**config.mk**
```make
export PLATFORM = sky130hd
export DESIGN_NAME = a2_bridge_arbiter
export DESIGN_NICKNAME = d
export VERILOG_FILES = /design/src/rtl/a2_bridge_arbiter.sv
export SDC_FILE = /design/constraint.sdc
export NUM_CORES = 1
export LEC_CHECK = 0
export ABC_AREA = 1
export BUFFER_PORTS_ARGS = -buffer_cell sky130_fd_sc_hd__buf_2
export CORE_ASPECT_RATIO = 1.1
export CORE_MARGIN = 2
export CORE_UTILIZATION = 50
export DETAILED_ROUTE_END_ITERATION = 12
export GPL_TIMING_DRIVEN = 1
export MAX_ROUTING_LAYER = met4
export PLACE_DENSITY = 0.88
export SLEW_MARGIN = 25
export SYNTH_ARGS = -nofsm -noshare
export SYNTH_HDL_FRONTEND = slang
export SYNTH_SLANG_ARGS = --single-unit
```
**constraint.sdc**
```tcl
create_clock -name clk_logic_i -period 4.66 [get_ports clk_logic_i]
set_clock_uncertainty 0.15 [all_clocks]
set_input_delay 0.932 -clock clk_logic_i [delete_from_list [all_inputs] [get_ports clk_logic_i]]
set_output_delay 0.932 -clock clk_logic_i [all_outputs]
set_load 0.005 [all_outputs]
```
**src/rtl/a2_bridge_arbiter.sv**
```systemverilog
// Arbitrates client requests onto the multiplexed Apple II bridge port and sequences timed read/write cycles.
// Define A2BRIDGE_ARB_RR_EN for round-robin among requesters 1..NUM_REQ-1 (requester 0 stays highest).
module a2_bridge_arbiter #(
  parameter int NUM_REQ       = 4,
  parameter int SETTLE_CYCLES = 1,
  parameter int STROBE_CYCLES = 1
) (
  input  logic                 clk_logic_i,
  input  logic                 system_reset_n_i,
  input  logic                 enable_i,
  input  logic [NUM_REQ-1:0]   req_valid_i,
  input  logic [NUM_REQ-1:0]   req_wr_i,
  input  logic [3*NUM_REQ-1:0] req_sel_i,
  input  logic [8*NUM_REQ-1:0] req_data_i,
  output logic [NUM_REQ-1:0]   req_ready_o,
  output logic [NUM_REQ-1:0]   rsp_valid_o,
  output logic [7:0]           rsp_data_o,
  output logic                 busy_o,
  output logic                 idle_sample_valid_o,
  output logic [7:0]           idle_sample_o,
  output logic [2:0]           a2_bridge_sel_o,
  output logic                 a2_bridge_rd_n_o,
  output logic                 a2_bridge_wr_n_o,
  output logic [7:0]           a2_bridge_d_o,
  output logic                 a2_bridge_d_oe_o,
  input  logic [7:0]           a2_bridge_d_i
);

  // state     | meaning
  // IDLE      | bus parked on sel 0, control lines sampled, arbitration open
  // READ      | sel and rd_n held while the bus settles, then data captured
  // W_SETUP   | sel and write data driven, wr_n still high
  // W_STROBE  | wr_n low for STROBE_CYCLES
  // W_RELEASE | wr_n high, sel/data held for hold time, response pulse

  localparam int         IDX_W       = (NUM_REQ > 1) ? $clog2(NUM_REQ) : 1;
  localparam logic [2:0] SETTLE_LOAD = 3'(SETTLE_CYCLES - 1);
  localparam logic [2:0] STROBE_LOAD = 3'(STROBE_CYCLES - 1);

  typedef enum logic [2:0] {
    S_IDLE,
    S_READ,
    S_W_SETUP,
    S_W_STROBE,
    S_W_RELEASE
  } state_t;

  state_t               state_q;
  logic [IDX_W-1:0]     cur_idx_q;
  logic [2:0]           tmr_q;
  logic [1:0]           park_q;
  logic [2:0]           sel_q;
  logic                 rd_n_q;
  logic                 wr_n_q;
  logic [7:0]           d_q;
  logic                 d_oe_q;
  logic [NUM_REQ-1:0]   rsp_valid_q;
  logic [7:0]           rsp_data_q;
  logic [7:0]           idle_sample_q;
  logic                 idle_sample_valid_q;

  logic                 win_found;
  logic [IDX_W-1:0]     win_idx;
  logic                 win_wr;
  logic [2:0]           win_sel;
  logic [7:0]           win_data;
  logic                 grant_ok;
  logic [1:0]           park_d;
  logic [NUM_REQ-1:0]   cur_onehot;

`ifdef A2BRIDGE_ARB_RR_EN
  logic [IDX_W-1:0]     ptr_q;
  logic [IDX_W-1:0]     ptr_d;

  always_comb begin
    win_found = 1'b0;
    win_idx   = '0;
    if (req_valid_i[0]) begin
      win_found = 1'b1;
    end
    // two passes give a rotating search that starts at the pointer
    for (int j = 1; j < NUM_REQ; j++) begin
      if (!win_found && req_valid_i[j] && (IDX_W'(j) >= ptr_q)) begin
        win_found = 1'b1;
        win_idx   = IDX_W'(j);
      end
    end
    for (int j = 1; j < NUM_REQ; j++) begin
      if (!win_found && req_valid_i[j] && (IDX_W'(j) < ptr_q)) begin
        win_found = 1'b1;
        win_idx   = IDX_W'(j);
      end
    end
  end

  assign ptr_d = (win_idx == IDX_W'(NUM_REQ - 1)) ? IDX_W'(1) : win_idx + IDX_W'(1);
`else
  always_comb begin
    win_found = 1'b0;
    win_idx   = '0;
    for (int j = 0; j < NUM_REQ; j++) begin
      if (!win_found && req_valid_i[j]) begin
        win_found = 1'b1;
        win_idx   = IDX_W'(j);
      end
    end
  end
`endif

  always_comb begin
    win_wr   = 1'b0;
    win_sel  = '0;
    win_data = '0;
    for (int i = 0; i < NUM_REQ; i++) begin
      if (win_idx == IDX_W'(i)) begin
        win_wr   = req_wr_i[i];
        win_sel  = req_sel_i[3*i +: 3];
        win_data = req_data_i[8*i +: 8];
      end
    end
  end

  assign grant_ok = (state_q == S_IDLE) && enable_i && win_found;
  assign busy_o   = (state_q != S_IDLE);

  always_comb begin
    req_ready_o = '0;
    cur_onehot  = '0;
    for (int i = 0; i < NUM_REQ; i++) begin
      req_ready_o[i] = grant_ok && (win_idx == IDX_W'(i));
      cur_onehot[i]  = (cur_idx_q == IDX_W'(i));
    end
  end

  // count includes the current cycle, so a sample is taken once the bus has sat parked for a full cycle
  assign park_d = (sel_q == 3'd0 && !rd_n_q) ? ((park_q == 2'd2) ? 2'd2 : park_q + 2'd1) : 2'd0;

  always_ff @(posedge clk_logic_i or negedge system_reset_n_i) begin
    if (!system_reset_n_i) begin
      state_q             <= S_IDLE;
      cur_idx_q           <= '0;
      tmr_q               <= '0;
      park_q              <= '0;
      sel_q               <= '0;
      rd_n_q              <= 1'b1;
      wr_n_q              <= 1'b1;
      d_q                 <= '0;
      d_oe_q              <= 1'b0;
      rsp_valid_q         <= '0;
      rsp_data_q          <= '0;
      idle_sample_q       <= 8'hFF;
      idle_sample_valid_q <= 1'b0;
`ifdef A2BRIDGE_ARB_RR_EN
      ptr_q               <= IDX_W'(1);
`endif
    end else begin
      rsp_valid_q         <= '0;
      idle_sample_valid_q <= 1'b0;
      case (state_q)
        S_IDLE: begin
          if (grant_ok) begin
            cur_idx_q <= win_idx;
            sel_q     <= win_sel;
            park_q    <= '0;
`ifdef A2BRIDGE_ARB_RR_EN
            if (win_idx != '0) ptr_q <= ptr_d;
`endif
            if (win_wr) begin
              state_q <= S_W_SETUP;
              d_q     <= win_data;
              d_oe_q  <= 1'b1;
              rd_n_q  <= 1'b1;
              wr_n_q  <= 1'b1;
            end else begin
              state_q <= S_READ;
              rd_n_q  <= 1'b0;
              d_oe_q  <= 1'b0;
              tmr_q   <= SETTLE_LOAD;
            end
          end else begin
            sel_q  <= '0;
            wr_n_q <= 1'b1;
            d_oe_q <= 1'b0;
            rd_n_q <= !enable_i;
            park_q <= park_d;
            if (park_d != 2'd0) begin
              idle_sample_q       <= a2_bridge_d_i;
              idle_sample_valid_q <= 1'b1;
            end
          end
        end
        S_READ: begin
          if (tmr_q == 3'd0) begin
            rsp_data_q  <= a2_bridge_d_i;
            rsp_valid_q <= cur_onehot;
            sel_q       <= '0;
            park_q      <= '0;
            state_q     <= S_IDLE;
          end else begin
            tmr_q <= tmr_q - 3'd1;
          end
        end
        S_W_SETUP: begin
          wr_n_q  <= 1'b0;
          tmr_q   <= STROBE_LOAD;
          state_q <= S_W_STROBE;
        end
        S_W_STROBE: begin
          if (tmr_q == 3'd0) begin
            wr_n_q      <= 1'b1;
            rsp_valid_q <= cur_onehot;
            state_q     <= S_W_RELEASE;
          end else begin
            tmr_q <= tmr_q - 3'd1;
          end
        end
        S_W_RELEASE: begin
          // rd_n stays high here so it cannot fall on the same edge d_oe is released
          sel_q   <= '0;
          d_oe_q  <= 1'b0;
          rd_n_q  <= 1'b1;
          state_q <= S_IDLE;
        end
        default: state_q <= S_IDLE;
      endcase
    end
  end

  assign rsp_valid_o         = rsp_valid_q;
  assign rsp_data_o          = rsp_data_q;
  assign idle_sample_valid_o = idle_sample_valid_q;
  assign idle_sample_o       = idle_sample_q;
  assign a2_bridge_sel_o     = sel_q;
  assign a2_bridge_rd_n_o    = rd_n_q;
  assign a2_bridge_wr_n_o    = wr_n_q;
  assign a2_bridge_d_o       = d_q;
  assign a2_bridge_d_oe_o    = d_oe_q;

endmodule

```
==> results_dict.tcl <==
set metrics [dict create \
    setup-violations-final 0 \
    grt_pass1_vias 2088 \
    n_antenna_cell 0 \
    critPathSlowestCell "nand3_1" \
    drive_above_1_share 0.341 \
    p_switching_uw 636 \
    wl_um 5720 \
    via_per_inst 5.18 \
    p_leak_nw 1.68 \
    fin_crit_ns 3.17 \
    grt_pass1_wl_um 9140 \
    detail_route.first_pass.iterations 4 \
    final_common_cell "buf_2" \
    post-cts-setup-buffers 0 \
    sw_frac_of_total 0.384 \
    initialDrtViolationCount 136 \
    wl_met3_um 386 \
    top_layer "met4" \
    clkLatencyLatePin_ns 0.30 \
    wl_met1_um 2420 \
    die_width_um 69.1 \
    total_power_mw 1.66 \
    worstHoldPathType "reg -> reg" \
    holdBufCountCts 0 \
    ys_ff_latch 45 \
    dp_hpwl_um 4370 \
    drv_slew 0 \
    drc 0 \
    end_kind "primary output" \
    fill_cells 399 \
    cts_tree "yes" \
    ys_seq_area_frac 0.488 \
    max_freq_mhz 315 \
    p_comb_frac 0.410 \
    start_util 0.512 \
    layout_common_cells "101 x buf_2, 83 x nand2_1, 38 x o21ai_0, 36 x inv_1, 35 x dfrtp_1" \
    gp_congestion 0.905 \
    clkTransAtPathRegs_ns 0.08 \
    cts_max_level 2 \
    yosysWarnings 0 \
    wl_met2_um 2750 \
    ys_types 27 \
    hold_viol_final 0 \
    antenna_found_initial 0 \
    power_density_nw_per_um2 561 \
    port_buffers 102 \
    vias 2310 \
    path_cells "buf_2 -> nor2_4 -> nand3_1 -> nor2_1 -> buf_2" \
    dieHeight_um 75.7 \
    ios 103 \
    place_area_um2 2840 \
    grt_max_degree 46 \
    wl_per_cell_um 12.8 \
    clockRootBuffer "clkbuf_8" \
    status "completed" \
    clock_path_buffers 2 \
    cap_violations 0 \
    dieArea_um2 5230 \
    grtUsageTotal 0.225 \
    worstMarginPinSlew_ns 0.707 \
    rsz0062_at_grt "no" \
    slew_headroom 0.527 \
    critPathKind "in -> out" \
    post_cts_resized 0 \
    fp-row-count 26 \
    area_growth_pct 26.6 \
    path_delay_family "simple AND/OR/NAND/NOR gates" \
    tns_ns 0 \
    cts_inserted_buffers 5 \
    crit_path_start_kind "primary input" \
    synthCells 290 \
    crit_buf_inv 2 \
    peakVddDrop_mv 0.258 \
    cp.arrival_ns 2.09 \
    design_area_um2 2950 \
    critPathRequiredTime_ns 3.58 \
    critPathMaxFanout 22 \
    period_share 0.681 \
    seqPwrFrac 0.411 \
    synth_area_um2 2330 \
    overflow 0 \
    numClockSinks 45 \
    crit_top_cell "buf_2" \
    intPower_mw 1.02 \
    synthesis.nets 356 \
    syn_avg_cell_area_um2 8.05 \
    fin_nets 455 \
    ant_nets 0 \
    cp_slowest_stage_delay_ns 0.52 \
    coreArea_um2 4550 \
    clkPwrFrac 0.178 \
]
## per-layer routing
layer  up-vias  GRT usage
li1       1134          -
met1      1036      0.276
met2       121      0.373
met3        19     0.0476
met4         0     0.0828
met5         -          -
## path summary, 6_finish.rpt
check	from	end	slack (ns)	depth (start not counted)
min in group asynchronous	system_reset_n_i	rsp_valid_o[2]	0.46	1
worst max-delay path	req_valid_i[0]	req_ready_o[3]	1.49	5
worst min register to register	a2_bridge_wr_n_o	a2_bridge_wr_n_o	0.32	2
worst min-delay path	a2_bridge_wr_n_o	a2_bridge_wr_n_o	0.32	2
worst max register to register	tmr_q[0]	park_q[0]	2.63	9
max in group asynchronous	system_reset_n_i	idle_sample_o[3]	3.51	1
## cell usage after synthesis
library cell,n,share of area
inv_2,1,0.0016
o21ai_0,38,0.082
xnor2_1,1,0.0038
nand3_1,20,0.043
clkbuf_1,2,0.0032
nor2_4,3,0.014
nor2_1,15,0.024
buf_2,2,0.0043
nand2_2,2,0.0054
nand4_1,13,0.035
o211a_1,1,0.0043
dfrtp_1,35,0.38
nand3_2,1,0.0043
inv_1,36,0.058
buf_6,4,0.019
buf_4,2,0.0064
dfstp_2,10,0.11
nor3_1,6,0.013
or2_2,1,0.0027
a21oi_4,1,0.0070
ha_1,3,0.016
a22oi_2,1,0.0054
a21oi_1,2,0.0043
o21ai_1,4,0.0086
clkinv_4,1,0.0038
nand2_4,2,0.0097
nand2_1,83,0.13
## kinds of logic (layout without fill, tap and decap cells)
| kind of cell | count (synthesis) | after routing | synth area share |
|---|---|---|---|
| and+or+nand+nor | 146 | 146 | 0.285 |
| DFF | 45 | 45 | 0.488 |
| xor gates and xnor gates | 1 | 1 | 0.00375 |
| buffers and inverters | 48 | 148 | 0.0965 |
| adders and majority gates | 3 | 3 | 0.0161 |
| AOI/OAI and AO/OA | 47 | 47 | 0.111 |
## cell type report
cell class | instances | area, um^2 | area share
Sequential cell | 45 | 1140 | 0.385
Clock inverter | 3 | 46.3 | 0.0157
Clock buffer | 5 | 68.8 | 0.0233
Multi-Input combinational cell | 197 | 970 | 0.328
Inverter | 38 | 148 | 0.0500
Tap cell | 56 | 70.1 | 0.0237
Timing Repair Buffer | 102 | 513 | 0.174
## registers in the layout, indices dropped and copies added, names as in the netlist
name and cells:
a2_bridge_d_oe_o 1, rsp_valid_o 4, idle_sample_o 8, a2_bridge_wr_n_o 1, idle_sample_valid_o 1, a2_bridge_sel_o 3, a2_bridge_d_o 8, rsp_data_o 8
park_q 2, state_q 3, cur_idx_q 2, a2_bridge_rd_n_o 1, tmr_q 3
## stage by stage
step           worst slack, ns  instances  hold WS, ns   util
3_5_place_dp              1.51        438        0.307  0.623
6_report                  1.49        446        0.315  0.649
5_1_grt                   1.35        446        0.348  0.649
4_1_cts                   1.50        446        0.318  0.648
2_1_floorplan             2.02        290        0.281      -
3_3_place_gp              1.53        438        0.294  0.623
## worst min-delay path, stage by stage (launching register included)
cell and delay, ns:
dfstp_2 0.37, nand2_1 0.05, nand2_1 0.04
## power groups by stage
stage	Combinational [mW]	Clock, mW	Sequential, mW
final	0.680	0.296	0.681
after global routing	0.788	0.317	0.702
after CTS	0.686	0.300	0.680
after detailed placement	0.681	0	0.687
after global placement	0.649	0	0.679
after floorplan	0.406	0	0.691
Power figures use the tool's default switching activity.
